<file path="config.mk">
export PLATFORM = sky130hd
export DESIGN_NAME = fft8_in_buf
export DESIGN_NICKNAME = d
export VERILOG_FILES = /design/src/rtl/fft_pkg.sv /design/src/rtl/fft8_bank.sv /design/src/rtl/fft8_in_buf.sv
export SDC_FILE = /design/constraint.sdc
export NUM_CORES = 1
export LEC_CHECK = 0
export BUFFER_PORTS_ARGS = -buffer_cell sky130_fd_sc_hd__buf_4
export CORE_ASPECT_RATIO = 2
export CORE_MARGIN = 10
export CORE_UTILIZATION = 61
export DETAILED_ROUTE_END_ITERATION = 10
export PLACE_DENSITY = 0.84
export SYNTH_ARGS = -nofsm -noshare
export SYNTH_HDL_FRONTEND = slang
export SYNTH_SLANG_ARGS = --single-unit
</file>
<file path="constraint.sdc">
create_clock -name clk -period 4.02 [get_ports clk]
set_input_delay 1.206 -clock clk [delete_from_list [all_inputs] [get_ports clk]]
set_output_delay 1.206 -clock clk [all_outputs]
set_load 0.005 [all_outputs]
</file>
<file path="src/rtl/fft_pkg.sv">
// Shared types and constants for the fft8 datapath: sample width, frame size,
// the complex sample struct and the packed-vector slicing helper.
package fft_pkg;

  localparam int W     = 10;
  localparam int N     = 8;
  localparam int IDX_W = 3;

  typedef struct packed {
    logic signed [W-1:0] re;
    logic signed [W-1:0] im;
  } cplx_t;

  // LSB position of sample k inside an N*W packed vector (sample 0 in the LSBs).
  function automatic int unsigned lsb_of(input int unsigned k);
    return k * W;
  endfunction

endpackage

</file>
<file path="src/rtl/fft8_bank.sv">
// One N-entry complex sample bank with indexed write, a full flag and
// packed real/imag read vectors in fft8 dinre/dinim order.
module fft8_bank
  import fft_pkg::*;
(
  input  logic             clk,
  input  logic             rst_n,
  input  logic             we_i,
  input  logic [IDX_W-1:0] widx_i,
  input  cplx_t            wdata_i,
  input  logic             set_full_i,
  input  logic             clr_full_i,
  output logic             full_o,
  output logic [N*W-1:0]   re_o,
  output logic [N*W-1:0]   im_o
);

  logic full_q;

  generate
    for (genvar gi = 0; gi < N; gi++) begin : g_entry
      cplx_t entry_q;

      always_ff @(posedge clk or negedge rst_n) begin
        if (!rst_n) begin
          entry_q <= '0;
        end else if (we_i && (widx_i == IDX_W'(gi))) begin
          entry_q <= wdata_i;
        end
      end

      assign re_o[lsb_of(gi) +: W] = entry_q.re;
      assign im_o[lsb_of(gi) +: W] = entry_q.im;
    end
  endgenerate

  // Set and clear never target the same bank in one cycle: a bank is only
  // filled while empty and only drained while full.
  always_ff @(posedge clk or negedge rst_n) begin
    if (!rst_n) begin
      full_q <= 1'b0;
    end else if (set_full_i) begin
      full_q <= 1'b1;
    end else if (clr_full_i) begin
      full_q <= 1'b0;
    end
  end

  assign full_o = full_q;

endmodule

</file>
<file path="src/rtl/fft8_in_buf.sv">
// Ping-pong input buffer for fft8: assembles a serial complex sample stream into
// 8-point frames, presents them as packed vectors and flags frame misalignment.
module fft8_in_buf
  import fft_pkg::*;
(
  input  logic           clk,
  input  logic           rst_n,
  input  logic           s_valid,
  output logic           s_ready,
  input  logic [W-1:0]   s_re,
  input  logic [W-1:0]   s_im,
  input  logic           s_last,
  output logic           m_valid,
  input  logic           m_ready,
  output logic [N*W-1:0] m_re,
  output logic [N*W-1:0] m_im,
  output logic           sync_err
);

  logic             wr_bank_q, wr_bank_d;
  logic             rd_bank_q, rd_bank_d;
  logic [IDX_W-1:0] idx_q, idx_d;
  logic             sync_err_q, sync_err_d;

  logic             accept, last_slot, early_last, wr_en, frame_done, drain;
  logic [1:0]       full;
  logic [N*W-1:0]   bank_re [2];
  logic [N*W-1:0]   bank_im [2];
  cplx_t            wdata;

  assign wdata = '{re: s_re, im: s_im};

  generate
    for (genvar gi = 0; gi < 2; gi++) begin : g_bank
      fft8_bank u_bank (
        .clk        (clk),
        .rst_n      (rst_n),
        .we_i       (wr_en && (wr_bank_q == 1'(gi))),
        .widx_i     (idx_q),
        .wdata_i    (wdata),
        .set_full_i (frame_done && (wr_bank_q == 1'(gi))),
        .clr_full_i (drain && (rd_bank_q == 1'(gi))),
        .full_o     (full[gi]),
        .re_o       (bank_re[gi]),
        .im_o       (bank_im[gi])
      );
    end
  endgenerate

  assign s_ready = !full[wr_bank_q];
  assign m_valid = full[rd_bank_q];
  assign m_re    = bank_re[rd_bank_q];
  assign m_im    = bank_im[rd_bank_q];
  assign sync_err = sync_err_q;

  // An early s_last drops the partial frame without writing the marker sample.
  assign accept     = s_valid && s_ready;
  assign last_slot  = (idx_q == IDX_W'(N - 1));
  assign early_last = accept && s_last && !last_slot;
  assign wr_en      = accept && !early_last;
  assign frame_done = accept && last_slot;
  assign drain      = m_valid && m_ready;

  always_comb begin
    wr_bank_d  = wr_bank_q ^ frame_done;
    rd_bank_d  = rd_bank_q ^ drain;
    idx_d      = idx_q;
    sync_err_d = early_last || (frame_done && !s_last);
    if (accept) begin
      if (last_slot || s_last) begin
        idx_d = '0;
      end else begin
        idx_d = idx_q + 1'b1;
      end
    end
  end

  always_ff @(posedge clk or negedge rst_n) begin
    if (!rst_n) begin
      wr_bank_q  <= 1'b0;
      rd_bank_q  <= 1'b0;
      idx_q      <= '0;
      sync_err_q <= 1'b0;
    end else begin
      wr_bank_q  <= wr_bank_d;
      rd_bank_q  <= rd_bank_d;
      idx_q      <= idx_d;
      sync_err_q <= sync_err_d;
    end
  end

endmodule

</file>
==> flow_metrics.env, run 1 <==
export IMPL_synth_area_um2=14400
export IMPL_drv_cap=0
export IMPL_max_stage_delay_ns=0.45
export IMPL_die_width_um=129
export IMPL_drc_errors=0
export IMPL_synth_area_leaders="dfrtp_1, mux2_2, buf_2"
export IMPL_syn_inst=942
export IMPL_cts_tree="yes"
export IMPL_swShare_pct=28.2
export IMPL_mostFrequentLayoutCell="mux2_2"
export IMPL_final_hold_violation_count=0
export IMPL_clk_path_buf_depth=3
export IMPL_final_setup_viol_count=0
export IMPL_end_kind="output port"
export IMPL_vdd_ir_drop_max_v=0.000542
export IMPL_yosysSeqAreaShare_pct=57.1
export IMPL_p_sw_mw=3.19
export IMPL_seqPwrFrac_pct=42.2
export IMPL_p_total_mw=11.3
export IMPL_globalRouteOverflowTotal=0
export IMPL_power_density_nw_per_um2=669
export IMPL_core_um2=23200
export IMPL_cts_sinks=328
export IMPL_cpMostUsedCell="buf_4"
export IMPL_status="complete, no violations"
export IMPL_tightest_slew_ns=0.780
export IMPL_synth_cell_types=21
export IMPL_internal_power_mw=8.13
export IMPL_antenna_found_initial=0
export IMPL_crit_required_ns=2.81
export IMPL_fin_skew_ns=0.0128
export IMPL_antenna_cells=0
export IMPL_numCtsBuffers=28
export IMPL_cts_setup_buffers=0
export IMPL_globalplace_congestion=0.760
export IMPL_num_rows=79
export IMPL_grt_usage_pct=21.0
export IMPL_slew_headroom_pct=48.0
export IMPL_crit_slowest_cell="dfrtp_4"
export IMPL_fmax_mhz=314
export IMPL_worstHoldStart="g_bank[1].u_bank.im_o[3]$_DFFE_PN0P_"
export IMPL_crit_fanout=34
export IMPL_grt_max_degree=102
export IMPL_dieArea_um2=30500
export IMPL_htree_levels=1
export IMPL_period_needed_ns=3.19
export IMPL_firstDrtPassIters=4
export IMPL_cts_hold_buffers=0
export IMPL_synth_seq_cells=328
export IMPL_postRouteAntennaNets=0
export IMPL_pwr_share_clk_pct=22.6
export IMPL_grt_setup_unrepaired="false"
export IMPL_ys_warn_count=0
export IMPL_final_cell_mix="mux2_2, dfrtp_1, buf_4, clkbuf_16, nand4_1"
export IMPL_start_util_pct=61.9
export IMPL_via_per_inst=5.77
export IMPL_area_growth_syn_to_layout_pct=17.7
export IMPL_port_buffers=187
export IMPL_setup_worst_path_start="rd_bank_q$_DFF_PN0_"
export IMPL_dp_hpwl_um=22000
export IMPL_syn_area_per_cell_um2=15.3
export IMPL_rr_startpoint="idx_q[0]$_DFFE_PN0N_"
export IMPL_die_h_um=237
export IMPL_cp_arrival_ns=1.98
export IMPL_fill_cells=1598
export IMPL_totalWireLength_um=32100
export IMPL_slew_viol_final=0
export IMPL_clk_latency_ns=0.54
export IMPL_ctsResizeCount=0
export IMPL_synth_top_cell_by_area="dfrtp_1"
export IMPL_period_share_pct=79.3
export IMPL_crit_chain="buf_4 -> mux2_2 -> buf_4"
export IMPL_io_pins=188
export IMPL_tns_ns=0
export IMPL_worst_setup_path_start_kind="flip-flop"
export IMPL_critical_path_top_delay_family="buffers and inverters"
export IMPL_wl_per_cell_um=22.7
export IMPL_fin_nets=1146
export IMPL_root_buffer="clkbuf_16"
export IMPL_path_clk_slew_ns=0.07
export IMPL_synth_top_area_share_pct=57.1
export IMPL_grt_pass1_wl_um=51400
export IMPL_grt_pass1_vias=9089
export IMPL_power_frac_comb_pct=35.2
export IMPL_leakage_nw=8.73
export IMPL_hold_class="reg2reg"
export IMPL_vias=8164
export IMPL_drt_iter0_drc=325
export IMPL_worstSetupPathType="reg2out"
export IMPL_critPathBufInv=2
export IMPL_layout_drive_gt1_share_pct=65.1
export IMPL_syn_nets=977
## state kept, by name, summed over array words and instances, names as in the netlist
| register | flops |
|---|---|
| g_bank.u_bank.full_o | 2 |
| g_bank.u_bank.im_o | 160 |
| g_bank.u_bank.re_o | 160 |
| idx_q | 3 |
| rd_bank_q | 1 |
| sync_err | 1 |
| wr_bank_q | 1 |
## kinds of logic after synthesis
family | count (synthesis) | share of synthesized area [%]
adders and majority gates | 10 | 0.870
AOI/OAI and AO/OA | 3 | 0.139
DFF | 328 | 57.1
and+or+nand+nor | 33 | 1.37
buffers and inverters | 83 | 2.57
muxes | 485 | 38.0
## final timing paths
kind                                                              end  slack (ns)  cells after the start
worst max-delay path                                         m_re[19]        0.83                      3
worst max register to register  g_bank[0].u_bank.im_o[52]$_DFFE_PN0P_        1.12                      6
max in group asynchronous       g_bank[0].u_bank.re_o[60]$_DFFE_PN0P_        2.42                      2
worst min-delay path             g_bank[1].u_bank.im_o[3]$_DFFE_PN0P_        0.50                      1
min in group asynchronous       g_bank[1].u_bank.im_o[40]$_DFFE_PN0P_        0.70                      1
worst min register to register   g_bank[1].u_bank.im_o[3]$_DFFE_PN0P_        0.50                      1
## per-layer routing
layer,up-vias,track usage [%],routed length (um)
met5,-,0,0
met4,0,6.17,779
met3,45,3.18,1300
met2,156,39.2,18100
met1,4274,23.8,11900
li1,3689,-,-
## final cells by class
class                      count  area [um^2]  area share [%]
multi-input combinational    531         5800            34.3
clock buffer                  43          808            4.78
timing repair buffer         213         1670            9.86
sequential                   328         8210            48.5
clock inverter                 7         43.8           0.259
inverter                       9         33.8           0.200
tap                          283          354            2.09
## synth_stat cells
cell,number
buf_2,42
nor3_1,2
inv_1,9
nand2b_1,2
nor2_1,2
buf_4,1
and4_1,2
and3_1,2
nand3_1,1
nand2_1,2
ha_1,10
dfrtp_1,328
mux2i_1,2
and2_1,4
clkbuf_1,30
a21oi_1,1
nor2b_1,4
nand4_1,12
mux2_2,483
clkbuf_2,1
a21o_1,2
## worst register-to-register path: stages, from the launching register on
cell	delay [ns]
dfrtp_1	0.43
ha_1	0.21
ha_1	0.30
nand2b_1	0.45
nand4_1	0.67
buf_4	0.44
mux2_2	0.29
## power by group through the flow
stage               registers (mW)  logic [mW]  clock network [mW]
floorplan                     4.65        2.34                   0
global placement              4.77        3.98                   0
detailed placement            4.84        4.06                   0
CTS                           4.78        4.08                2.62
global route                  4.90        4.32                2.74
finish                        4.78        3.98                2.56
## through the flow
step	instances	hold WS (ns)	util [%]	cell area (um^2)	worst slack [ns]
after global placement	1364	0.481	69.2	16100	0.896
final	1414	0.502	72.9	16900	0.830
after detailed placement	1364	0.487	69.2	16100	0.781
after CTS	1414	0.502	72.9	16900	0.791
after floorplan	942	0.474	-	14400	1.40
after global routing	1414	0.510	72.9	16900	0.759
No activity file was read; power rests on OpenSTA's default activity.
==> run 2: changes to the inputs <==
Settings changed: ABC_AREA set to 1, CORE_UTILIZATION 61 to 59, PLACE_DENSITY 0.84 to 0.81.
Clock period 4.02 ns to 3.22 ns, I/O delays scaled along.
==> flow_metrics.env, run 2 <==
export IMPL_layout_drive_gt1_share_pct=13.5
export IMPL_synth_cell_types=21
export IMPL_cts_tree="yes"
export IMPL_final_setup_viol_count=0
export IMPL_leakage_nw=10.2
export IMPL_cpMostUsedCell="nand2_1"
export IMPL_p_total_mw=17.2
export IMPL_postRouteAntennaNets=0
export IMPL_wl_per_cell_um=19.4
export IMPL_grt_max_degree=150
export IMPL_hold_class="in2async"
export IMPL_ctsResizeCount=0
export IMPL_globalplace_congestion=0.873
export IMPL_synth_top_cell_by_area="dfrtp_1"
export IMPL_syn_inst=2009
export IMPL_grt_setup_unrepaired="false"
export IMPL_htree_levels=1
export IMPL_port_buffers=187
export IMPL_grt_pass1_wl_um=76100
export IMPL_ys_warn_count=0
export IMPL_grt_pass1_vias=13800
export IMPL_root_buffer="clkbuf_16"
export IMPL_post_place_ws_ns=0.563
export IMPL_synth_area_leaders="dfrtp_1, nand2_1, nand4_1"
export IMPL_grt_usage_pct=27.8
export IMPL_yosys_most_used_dff="dfrtp_1"
export IMPL_path_clk_slew_ns=0.07
export IMPL_vdd_ir_drop_max_v=0.000655
export IMPL_firstDrtPassIters=5
export IMPL_mostFrequentLayoutCell="nand2_1"
export IMPL_final_core_util_pct=68.8
export IMPL_status="complete, no violations"
export IMPL_tightest_slew_ns=0.745
export IMPL_clk_latency_ns=0.57
export IMPL_fin_skew_ns=0.0180
export IMPL_yosys_top_cells_count="nand2_1, dfrtp_1, nand4_1"
export IMPL_area_growth_syn_to_layout_pct=15.8
export IMPL_clk_path_buf_depth=3
export IMPL_synth_async_sr_flop_share_pct=100
export IMPL_synth_area_um2=15500
export IMPL_io_pins=188
export IMPL_slew_headroom_pct=50.3
export IMPL_drt_iter0_drc=1595
export IMPL_end_kind="output port"
export IMPL_worstSetupPathType="reg2out"
export IMPL_numCtsBuffers=28
export IMPL_slew_viol_final=0
export IMPL_die_width_um=135
export IMPL_globalRouteOverflowTotal=0
export IMPL_final_cell_mix="nand2_1, dfrtp_1, nand4_1, buf_4, o21ai_0"
export IMPL_cp_arrival_ns=2.19
export IMPL_cts_sinks=328
export IMPL_crit_required_ns=2.25
export IMPL_worst_setup_path_start_kind="flip-flop"
export IMPL_synth_top_area_share_pct=52.8
export IMPL_fin_nets=2119
export IMPL_totalWireLength_um=47500
export IMPL_antenna_found_initial=1
export IMPL_via_per_inst=5.86
export IMPL_start_util_pct=59.4
export IMPL_synth_seq_cells=328
export IMPL_cts_hold_buffers=0
export IMPL_synth_edff_count=0
export IMPL_crit_slowest_cell="dfrtp_4"
export IMPL_syn_nets=2044
export IMPL_period_needed_ns=3.16
export IMPL_dp_hpwl_um=28800
export IMPL_cts_setup_buffers=0
export IMPL_final_hold_violation_count=0
export IMPL_num_rows=84
export IMPL_die_h_um=250
export IMPL_crit_fanout=106
export IMPL_vias=14400
export IMPL_drc_errors=0
export IMPL_yosysSeqAreaShare_pct=52.8
export IMPL_core_um2=26200
export IMPL_power_density_nw_per_um2=955
export IMPL_tns_ns=0
export IMPL_crit_chain="inv_4 -> buf_12 -> nand2_1 -> nand2_1 -> buf_4"
export IMPL_synth_most_common_cell="nand2_1"
export IMPL_max_stage_delay_ns=0.58
export IMPL_drv_cap=0
export IMPL_setup_slack_ns=0.0621
export IMPL_dieArea_um2=33600
export IMPL_syn_area_per_cell_um2=7.74
export IMPL_fmax_mhz=317
export IMPL_period_share_pct=98.1
[run 2: cells by family after synthesis]
family	synth area share (%)
compound gates	1.59
fa+ha+maj	0.805
buf+inv	6.31
flops	52.8
simple gates	38.5
[run 2: through the flow]
stage / instances / hold WS, ns / instance area, um^2
final: 2451 / 0.349 / 18000
after floorplan: 2009 / 0.442 / 15500
after CTS: 2450 / 0.371 / 18000
after detailed placement: 2398 / 0.458 / 17000
after global placement: 2398 / 0.453 / 17000
after global routing: 2451 / 0.384 / 18000
[run 2: area by class of cell]
class / instances / area, um^2
fillers: 2100 / 8170
flip-flops and latches: 328 / 8220
diodes: 1 / 2.50
clock buffers: 42 / 825
well taps: 344 / 430
repair buffers: 231 / 1880
multi-input cells: 1455 / 6360
clock inverters: 10 / 135
inverters: 40 / 155
[run 2: power breakdown]
| group | internal [mW] | switching, mW |
|---|---|---|
| clock network | 2.02 | 1.55 |
| registers | 5.73 | 0.933 |
| logic | 2.58 | 4.37 |
[run 2: critical path, delay by kind of cell (launching register included)]
family	cells	cell delay, ns
buffers and inverters	3	0.65
and+or+nand+nor	2	0.30
DFF	1	0.58
[run 2: final timing paths]
path / start / endpoint / slack [ns] / cells past startpoint
hold reg to reg: g_bank[0].u_bank.re_o[45]$_DFFE_PN0P_ / g_bank[0].u_bank.re_o[45]$_DFFE_PN0P_ / 0.47 / 2
hold / removal: rst_n / g_bank[0].u_bank.im_o[13]$_DFFE_PN0P_ / 0.35 / 1
setup / recovery: rd_bank_q$_DFF_PN0_ / m_re[12] / 0.06 / 5
max in group asynchronous: rst_n / g_bank[0].u_bank.re_o[45]$_DFFE_PN0P_ / 2.00 / 2
min in group clk: g_bank[0].u_bank.re_o[45]$_DFFE_PN0P_ / g_bank[0].u_bank.re_o[45]$_DFFE_PN0P_ / 0.47 / 2
setup reg to reg: idx_q[2]$_DFFE_PN0N_ / g_bank[0].u_bank.im_o[5]$_DFFE_PN0P_ / 0.90 / 8
[run 2: metal layers]
layer / GRT usage, % / vias to the layer above / share of wire, %
li1: - / 6640 / -
met5: 0 / - / 0
met2: 44.5 / 736 / 48
met3: 4.41 / 133 / 8.5
met1: 35.1 / 6846 / 38
met4: 15.3 / 0 / 5.5
